--- src/rtl/riscv_isa_pkg.sv ---
// RV32I opcode and encoder error-code definitions shared by the decoder and the encoder.
package riscv_isa_pkg;

    localparam logic [6:0] OP_R     = 7'b0110011;
    localparam logic [6:0] OP_LOAD  = 7'b0000011;
    localparam logic [6:0] OP_ADDI  = 7'b0010011;
    localparam logic [6:0] OP_JALR  = 7'b1100111;
    localparam logic [6:0] OP_S     = 7'b0100011;
    localparam logic [6:0] OP_B     = 7'b1100011;
    localparam logic [6:0] OP_JAL   = 7'b1101111;
    localparam logic [6:0] OP_AUIPC = 7'b0010111;

    localparam logic [1:0] ERR_OPCODE = 2'd0;
    localparam logic [1:0] ERR_RANGE  = 2'd1;
    localparam logic [1:0] ERR_ODD    = 2'd2;

    typedef enum logic {S_IDLE, S_RUN} enc_state_e;

    typedef struct packed {
        logic [31:0] word;
        logic        err;
        logic [1:0]  code;
    } enc_result_t;

    // Field placement mirrors the decoder; the odd-immediate check outranks the range check.
    function automatic enc_result_t encode(input logic [6:0]  op,
                                           input logic [2:0]  f3,
                                           input logic [6:0]  f7,
                                           input logic [4:0]  ra,
                                           input logic [4:0]  rb,
                                           input logic [4:0]  rw,
                                           input logic [31:0] imm);
        enc_result_t r;
        r.word = '0;
        r.err  = 1'b0;
        r.code = ERR_OPCODE;
        case (op)
            OP_R: r.word = {f7, rb, ra, f3, rw, op};
            OP_LOAD: begin
                r.word = {imm[11:0], rb, f3, rw, op};
                r.err  = |imm[31:12];
                r.code = ERR_RANGE;
            end
            OP_ADDI, OP_JALR: begin
                r.word = {imm[11:0], ra, f3, rw, op};
                r.err  = |imm[31:12];
                r.code = ERR_RANGE;
            end
            OP_S: begin
                r.word = {imm[11:5], rb, ra, f3, imm[4:0], op};
                r.err  = |imm[31:12];
                r.code = ERR_RANGE;
            end
            OP_B: begin
                r.word = {imm[12], imm[10:5], rb, ra, f3, imm[4:1], imm[11], op};
                r.err  = imm[0] | (|imm[31:13]);
                r.code = imm[0] ? ERR_ODD : ERR_RANGE;
            end
            OP_JAL: begin
                r.word = {imm[20], imm[10:1], imm[11], imm[19:12], rw, op};
                r.err  = imm[0] | (|imm[31:21]);
                r.code = imm[0] ? ERR_ODD : ERR_RANGE;
            end
            OP_AUIPC: begin
                r.word = {imm[31:12], rw, op};
                r.err  = |imm[11:0];
                r.code = ERR_RANGE;
            end
            default: begin
                r.err  = 1'b1;
                r.code = ERR_OPCODE;
            end
        endcase
        return r;
    endfunction

endpackage

--- src/rtl/instr_word_fifo.sv ---
// Synchronous FIFO holding encoded instruction words ahead of the memory write port.
module instr_word_fifo import riscv_isa_pkg::*; #(
    parameter int unsigned DEPTH = 2,
    parameter int unsigned WIDTH = 32
) (
    input  logic             clk_i,
    input  logic             rst_ni,
    input  logic             push_i,
    input  logic [WIDTH-1:0] wdata_i,
    input  logic             pop_i,
    output logic [WIDTH-1:0] rdata_o,
    output logic             full_o,
    output logic             empty_o
);

    localparam int unsigned AW = (DEPTH > 1) ? $clog2(DEPTH) : 1;

    logic [WIDTH-1:0] mem_q [DEPTH];
    logic [AW-1:0]    wr_q, rd_q;
    logic [AW:0]      cnt_q;
    logic             push, pop;

    assign full_o  = (cnt_q == (AW+1)'(DEPTH));
    assign empty_o = (cnt_q == '0);
    assign push    = push_i && !full_o;
    assign pop     = pop_i && !empty_o;
    assign rdata_o = mem_q[rd_q];

    always_ff @(posedge clk_i) begin
        if (push) begin
            mem_q[wr_q] <= wdata_i;
        end
    end

    always_ff @(posedge clk_i) begin
        if (!rst_ni) begin
            wr_q  <= '0;
            rd_q  <= '0;
            cnt_q <= '0;
        end else begin
            if (push) wr_q <= wr_q + AW'(1);
            if (pop)  rd_q <= rd_q + AW'(1);
            case ({push, pop})
                2'b10:   cnt_q <= cnt_q + (AW+1)'(1);
                2'b01:   cnt_q <= cnt_q - (AW+1)'(1);
                default: cnt_q <= cnt_q;
            endcase
        end
    end

endmodule

--- src/rtl/instr_encoder.sv ---
// Packs decoded RV32I fields into instruction words and streams them to instruction memory.
module instr_encoder import riscv_isa_pkg::*; #(
    parameter int unsigned FIFO_DEPTH = 2,
    parameter int unsigned ADDR_W     = 32
) (
    input  logic              clk,
    input  logic              rst_n,
    input  logic              start,
    input  logic [ADDR_W-1:0] base_addr,
    input  logic              in_valid,
    output logic              in_ready,
    input  logic [6:0]        in_opcode,
    input  logic [2:0]        in_funct3,
    input  logic [6:0]        in_funct7,
    input  logic [4:0]        in_ra,
    input  logic [4:0]        in_rb,
    input  logic [4:0]        in_rw,
    input  logic [31:0]       in_imm,
    output logic              mem_valid,
    input  logic              mem_ready,
    output logic [ADDR_W-1:0] mem_addr,
    output logic [31:0]       mem_wdata,
    output logic              err_valid,
    output logic [1:0]        err_code,
    output logic              busy
);

    enc_state_e        state_q;
    logic [ADDR_W-1:0] ptr_q;
    logic              err_valid_q;
    logic [1:0]        err_code_q;

    enc_result_t enc;
    logic        accept, push, pop;
    logic        fifo_full, fifo_empty;
    logic [31:0] fifo_rdata;

    assign enc    = encode(in_opcode, in_funct3, in_funct7, in_ra, in_rb, in_rw, in_imm);
    assign accept = in_valid && in_ready;
    assign push   = accept && !enc.err;
    assign pop    = mem_valid && mem_ready;

    instr_word_fifo #(
        .DEPTH (FIFO_DEPTH),
        .WIDTH (32)
    ) u_fifo (
        .clk_i   (clk),
        .rst_ni  (rst_n),
        .push_i  (push),
        .wdata_i (enc.word),
        .pop_i   (pop),
        .rdata_o (fifo_rdata),
        .full_o  (fifo_full),
        .empty_o (fifo_empty)
    );

    assign in_ready  = (state_q == S_RUN) && !fifo_full;
    assign mem_valid = !fifo_empty;
    assign mem_addr  = ptr_q;
    assign mem_wdata = fifo_empty ? '0 : fifo_rdata;
    assign busy      = (state_q == S_RUN) && !fifo_empty;
    assign err_valid = err_valid_q;
    assign err_code  = err_code_q;

    always_ff @(posedge clk) begin
        if (!rst_n) begin
            state_q     <= S_IDLE;
            ptr_q       <= '0;
            err_valid_q <= 1'b0;
            err_code_q  <= '0;
        end else begin
            err_valid_q <= accept && enc.err;
            if (accept && enc.err) begin
                err_code_q <= enc.code;
            end
            case (state_q)
                S_IDLE: begin
                    if (start) begin
                        state_q <= S_RUN;
                        ptr_q   <= base_addr;
                    end
                end
                S_RUN: begin
                    // A restart needs an empty FIFO, so it can never coincide with a pop.
                    if (start && fifo_empty && !accept) begin
                        ptr_q <= base_addr;
                    end else if (pop) begin
                        ptr_q <= ptr_q + ADDR_W'(4);
                    end
                end
                default: state_q <= S_IDLE;
            endcase
        end
    end

endmodule

--- config.mk ---
export PLATFORM = sky130hd
export DESIGN_NAME = instr_encoder
export DESIGN_NICKNAME = d
export VERILOG_FILES = /design/src/rtl/riscv_isa_pkg.sv /design/src/rtl/instr_word_fifo.sv /design/src/rtl/instr_encoder.sv
export SDC_FILE = /design/constraint.sdc
export NUM_CORES = 1
export LEC_CHECK = 0
export BUFFER_PORTS_ARGS = -buffer_cell sky130_fd_sc_hd__buf_2
export CORE_MARGIN = 2
export CORE_UTILIZATION = 53
export CTS_BUF_LIST = sky130_fd_sc_hd__clkbuf_4
export DETAILED_ROUTE_END_ITERATION = 8
export GPL_TIMING_DRIVEN = 0
export HOLD_SLACK_MARGIN = 0.1
export PLACE_DENSITY = 0.82
export SLEW_MARGIN = 20
export SYNTH_ARGS = -nofsm -noshare
export SYNTH_HDL_FRONTEND = slang
export SYNTH_SLANG_ARGS = --single-unit
--- constraint.sdc ---
create_clock -name clk -period 5.1 [get_ports clk]
set_input_delay 1.02 -clock clk [delete_from_list [all_inputs] [get_ports clk]]
set_output_delay 1.02 -clock clk [all_outputs]
set_load 0.005 [all_outputs]
Word-level counts from Yosys, hierarchy flattened. Memories as Yosys holds them, arrays and structs flattened. A register that Yosys moved wholly into a read port is not among the register bits. Index checks and enable logic that the tools add are counted. W data, S select, Z words.

Add/subtract/negate cells: 5. Eq/ne operators: 13. Muxes and demuxes: 15. Bitwise gates (word level): 3. Reductions and logical operators: 23.

Operator list (number): $pmux W32 S7 (1); $mux W32 (4); $pmux W32 S2 (1); $add A32 B3 Y32 const B (1); $eq A7 B7 Y1 const B (3); $reduce_or A20 Y1 (1); $reduce_or A19 Y1 (1); $pmux W3 S5 (1); $eq A7 B5 Y1 const B (2); $eq A7 B6 Y1 const B (2); $reduce_or A12 Y1 (1); $reduce_or A11 Y1 (1); $logic_and A1 B1 Y1 (10); $eq A7 B2 Y1 const B (1); $mux W1 (6); $eq A2 B2 Y1 const B (2); $logic_not A1 Y1 (4); $pmux W2 S2 (1); $reduce_or A4 Y1 (1); $ne A3 B1 Y1 const B (1); $add A1 B1 Y1 const B (2); $add A2 B1 Y2 const B (1); $eq A2 B1 Y1 const B (1); $logic_not A2 Y1 (1); other kinds (8) (9).

Flip-flop bits (word level): 40. Memory bits (writable): 64. Input bits: 101. Output and inout bits: 70. Word-level logic and storage cells: 67. Memories: 1.

Memories: u_fifo.mem_q (depth 2, bits a word 32, read ports 1, clocked after memory_dff 1, write ports 1, RTL line instr_word_fifo.sv:18) `logic [WIDTH-1:0] mem_q [DEPTH];`.

Longest topological paths before layout.
Depth in word-level cells: 8. Mapped depth: 10.

Modules after synthesis. Synthesis repeated with hierarchy kept, for this count alone.

Cell total of the unflattened synthesis: 576. Area total of the unflattened synthesis: 5729.2 sq um.

By module, submodules not included: instr_encoder (times used 1, cells each 450, area an instance 3191.8 sq um, seq. area each 720.7 sq um); instr_word_fifo (times used 1, cells each 126, area an instance 2537.4 sq um, seq. area each 2021.9 sq um).

Least setup slack after synthesis. No wires, ideal clock.

Path kind: input to register. Start point: input in_opcode[4]. End point: memory u_fifo.mem_q[0][0] (enable). Data arrival time: 3.605 ns. Required time: 4.679 ns. Slack: 1.074 ns. Stages on the path: 7. Cells stage by stage: buf_6 -> nand4b_1 -> a21boi_1 -> a221oi_2 -> and3_4 -> nand3_2 -> nor2_1.

Cells in the longest elaborated chain, start to end: 8. Elaborated cells on any way between the ends: 15. Classes of those cells: eq/ne (8); mux (3); reduce/logical (4).

RTL lines: start: declaration (RTL line instr_encoder.sv:12) `input logic [6:0] in_opcode,`; $eq A7 B6 Y1 (tied with other cells) (RTL line riscv_isa_pkg.sv:37) `case (op)`; $reduce_or A4 Y1 (no line); $pmux W3 S5 * (RTL line riscv_isa_pkg.sv:37); $logic_not A1 Y1 * (RTL line instr_encoder.sv:40) `assign push = accept && !enc.err;`; $logic_and A1 B1 Y1 * (RTL line instr_encoder.sv:40); $logic_and A1 B1 Y1 * (RTL line instr_word_fifo.sv:25) `assign push = push_i && !full_o;`; $mux W1 * (RTL line instr_word_fifo.sv:30) `if (push) begin`; $mux W1 (not written as such) * (RTL line instr_word_fifo.sv:31) `mem_q[wr_q] <= wdata_i;`; end: declaration (RTL line instr_word_fifo.sv:18).

Mark *: on every way between the ends. The rest lies on a longest branch, timed or not.

==> key figures <==
Critical path
  – Crit-path cells: clkbuf_1 > buf_1 > mux2i_1 > nor2_1 > buf_2
  – CP Capture Type: output port
  – Worst Path Arrival: 2240 ps
  – Slowest CP cell: buf_1
  – CP Launch Type: register
  – Worst setup path class: register to output port
  – CP required: 4080 ps
  – Critical path's largest stage delay: 700 ps
  – CP Max Fanout: 10

Timing
  – WHS: 480 ps
  – Fin Setup TNS: 0 ps
  – Layout Skew: 20.3 ps
  – Worst relative slew slack: 36.7%
  – Fmax: 307 MHz
  – Slew Limit Fails: 0
  – Tmin final: 3260 ps
  – Period utilization: 63.9%
  – Final Hold Viols: 0
  – Final setup vio count: 0
  – RSZ-0062 raised after global routing: no
  – Least-Margin Pin Slew: 940 ps

Clocking
  – H-tree depth: 3
  – CTS buffer count: 9
  – CTS Hold Bufs: 0
  – Clock Sink Count: 105
  – Post-CTS setup buffer count: 0
  – Clock root cell: clkbuf_4
  – Clk Latency, worst-skew pair: 450 ps
  – Clk slew on worst S/H paths: 150 ps
  – Longest Clk Path Bufs: 2
  – Post-cts sizing count: 0
  – CTS tree: yes

Drt
  – Vias: 5,576
  – Drt wl/cell: 19.0 um
  – Antenna Nets Post-Route: 0
  – Initial DRC count: 575
  – Vias per inst: 6.17
  – Drt drc: 0
  – Detailed-router iteration count before antenna repair: 6
  – Routed WL: 17,100 um

Placement
  – Port bufs: 170
  – GPL Wtd Cong: 0.952
  – HPWL Detailed: 12,900 um
  – Placed Area: 6610 um^2

Cells and area
  – Proportion of layout cells with a drive suffix above 1: 28.8%
  – Nets: 865
  – Layout fillers: 861
  – Finished Cell Area: 6780 um^2
  – Synthesis-to-finish area growth: 22.5%

Synth
  – Mapped Cells: 579
  – Synth Area in Adders: 0.452%
  – Compound-Gate Fraction of Synth Area: 18.3%
  – Post-synth top flop: edfxtp_1
  – Register area share after synthesis: 49.6%
  – Unique masters post-synth: 66
  – Top cells by area, synth: edfxtp_1 35%, dfxtp_1 15%, mux2i_1 6.1%, nor2_1 5.6%, nand2_1 3.8%
  – Largest family of logic cells by synthesized area: simple AND/OR/NAND/NOR gates
  – Post-synth EDFFs: 64
  – Syn. warnings: 0
  – Cell taking the most area after synthesis: edfxtp_1
  – Yosys reg bits: 105
  – Area share of xor/xnor cells in the synthesized design: 0.475%
  – Area share of the largest cell type after synthesis: 34.7%
  – Mapped Area: 5530 um^2
  – Avg Inst Size Synth: 9.56 um^2
  – Multiplexer share of the synthesized area: 6.35%
  – Synth async-reset ratio: 0%
  – Syn nets: 682
  – Synth Area in Simple Gates: 20.1%

Global routing
  – Total grt overflow: 0
  – Pin count of the biggest net entering global routing: 25
  – First-pass GRT wire length: 26,900 um
  – Initial antenna violation count: 1
  – Tot GR Track Use: 30.4%
  – Vias in the first global route: 5,240

Power
  – Pwr/cell area: 246 nW/um^2
  – Peak VDD IR: 124 uV
  – Leak: 2.85 nW

Worst hold path
  – Worst hold path class: register to register

Floorplan
  – Core Area: 10,200 um^2
  – Die area: 11,300 um^2
  – Num rows: 37
  – Die Span X: 106 um
  – Die height: 106 um
  – Top-level I/O count: 171
  – Initial Util: 54.1%

Outcome
  – Status: complete, no violations

Run
  – Max-cap viol count: 0
==> area by class of cell <==
cell class / instances / area, um^2 / area share (%)
sequential: 105 / 2740 / 40.5
multi-input combinational: 412 / 2540 / 37.5
timing repair buffer: 172 / 891 / 13.1
tap: 136 / 170 / 2.51
buffer: 36 / 166 / 2.46
inverter: 26 / 97.6 / 1.44
clock inverter: 6 / 90.1 / 1.33
clock buffer: 10 / 75.1 / 1.11
antenna: 1 / 2.50 / 0.0369
==> synth_stat cells, types with 4 or more instances <==
cell / number
inv_1: 26
a222oi_1: 16
edfxtp_1: 64
nand4_1: 9
a31oi_1: 9
o21ai_0: 17
a21oi_1: 34
nand2_1: 56
buf_2: 13
a41oi_1: 4
nor4_1: 12
nand3_1: 24
and2_1: 4
a22o_1: 8
o41ai_1: 4
nor3_1: 12
buf_1: 5
o31ai_1: 9
dfxtp_1: 41
nor2_1: 82
a21o_1: 6
clkbuf_1: 16
and3_1: 7
mux2i_1: 34
==> cells by family after synthesis <==
group,count (synthesis)
AOI/OAI and AO/OA,140
muxes,35
buffers and inverters,62
and+or+nand+nor,232
adders and majority gates,2
xor gates and xnor gates,3
DFF,105
==> where the power goes <==
part           leakage, nW  total, W  internal (W)  switching (W)
registers            0.921  0.000944      0.000916      0.0000285
logic                 1.84  0.000234     0.0000982       0.000135
clock network       0.0874  0.000487      0.000207       0.000280
total                 2.85   0.00167       0.00122       0.000444
==> critical path, delay by kind of cell (launching register included) <==
| kind | cells | cell delay, ps |
|---|---|---|
| buffers and inverters | 3 | 1120 |
| AND/OR/NAND/NOR | 1 | 60 |
| flip-flops | 1 | 330 |
| multiplexers | 1 | 280 |
==> metal layers <==
metal	part of all wire [%]	GRT usage [%]	wire (um)
met1	40	40.7	6810
met4	2.3	11.9	401
met3	9.9	5.21	1700
met2	48	49.2	8220
met5	0	0	0
==> final timing paths <==
| path | start | to | slack, ps | depth (start not counted) |
|---|---|---|---|---|
| max | register | mem_wdata[4] | 1840 | 5 |
| min | mem_addr[0]$_SDFFE_PN0P_ | mem_addr[0]$_SDFFE_PN0P_ | 480 | 2 |
| max reg2reg | u_fifo.cnt_q[0]$_SDFFE_PN0P_ | mem_addr[15]$_SDFFE_PN0P_ | 2680 | 8 |
| min reg2reg | mem_addr[0]$_SDFFE_PN0P_ | mem_addr[0]$_SDFFE_PN0P_ | 480 | 2 |
==> placed cells by master, fill, tap and decap left out, types with 8 or more instances in the layout <==
cell type  netlist  layout
o21ai_0         17      17
a22o_1           8       8
buf_2           13     183
a222oi_1        16      16
nand3_1         24      24
clkbuf_4         0      10
nand4_1          9       9
dfxtp_1         41      41
nor4_1          12      12
mux2i_1         34      34
nor2_1          82      80
edfxtp_1        64      64
nor3_1          12      12
a31oi_1          9       9
clkbuf_1        16      16
a21oi_1         34      34
nand2_1         56      56
o31ai_1          9       9
inv_1           26      26
==> through the flow <==
stage	util [%]	setup WS (ps)	cells	total power (W)
finish	66.2	1840	904	0.00167
global route	66.2	1720	904	0.00173
CTS	66.2	1850	903	0.00167
detailed placement	64.6	1480	887	0.00119
global placement	64.1	14.9	885	0.00118
floorplan	-	1070	579	0.00107
==> state kept, by name, summed over array words and instances (netlist names), named ones only <==
name	count
err_code	2
err_valid	1
mem_addr	32
state_q	1
u_fifo.cnt_q	2
u_fifo.mem_q	64
u_fifo.rd_q	1
u_fifo.wr_q	1
No activity file was read; power rests on OpenSTA's default activity.
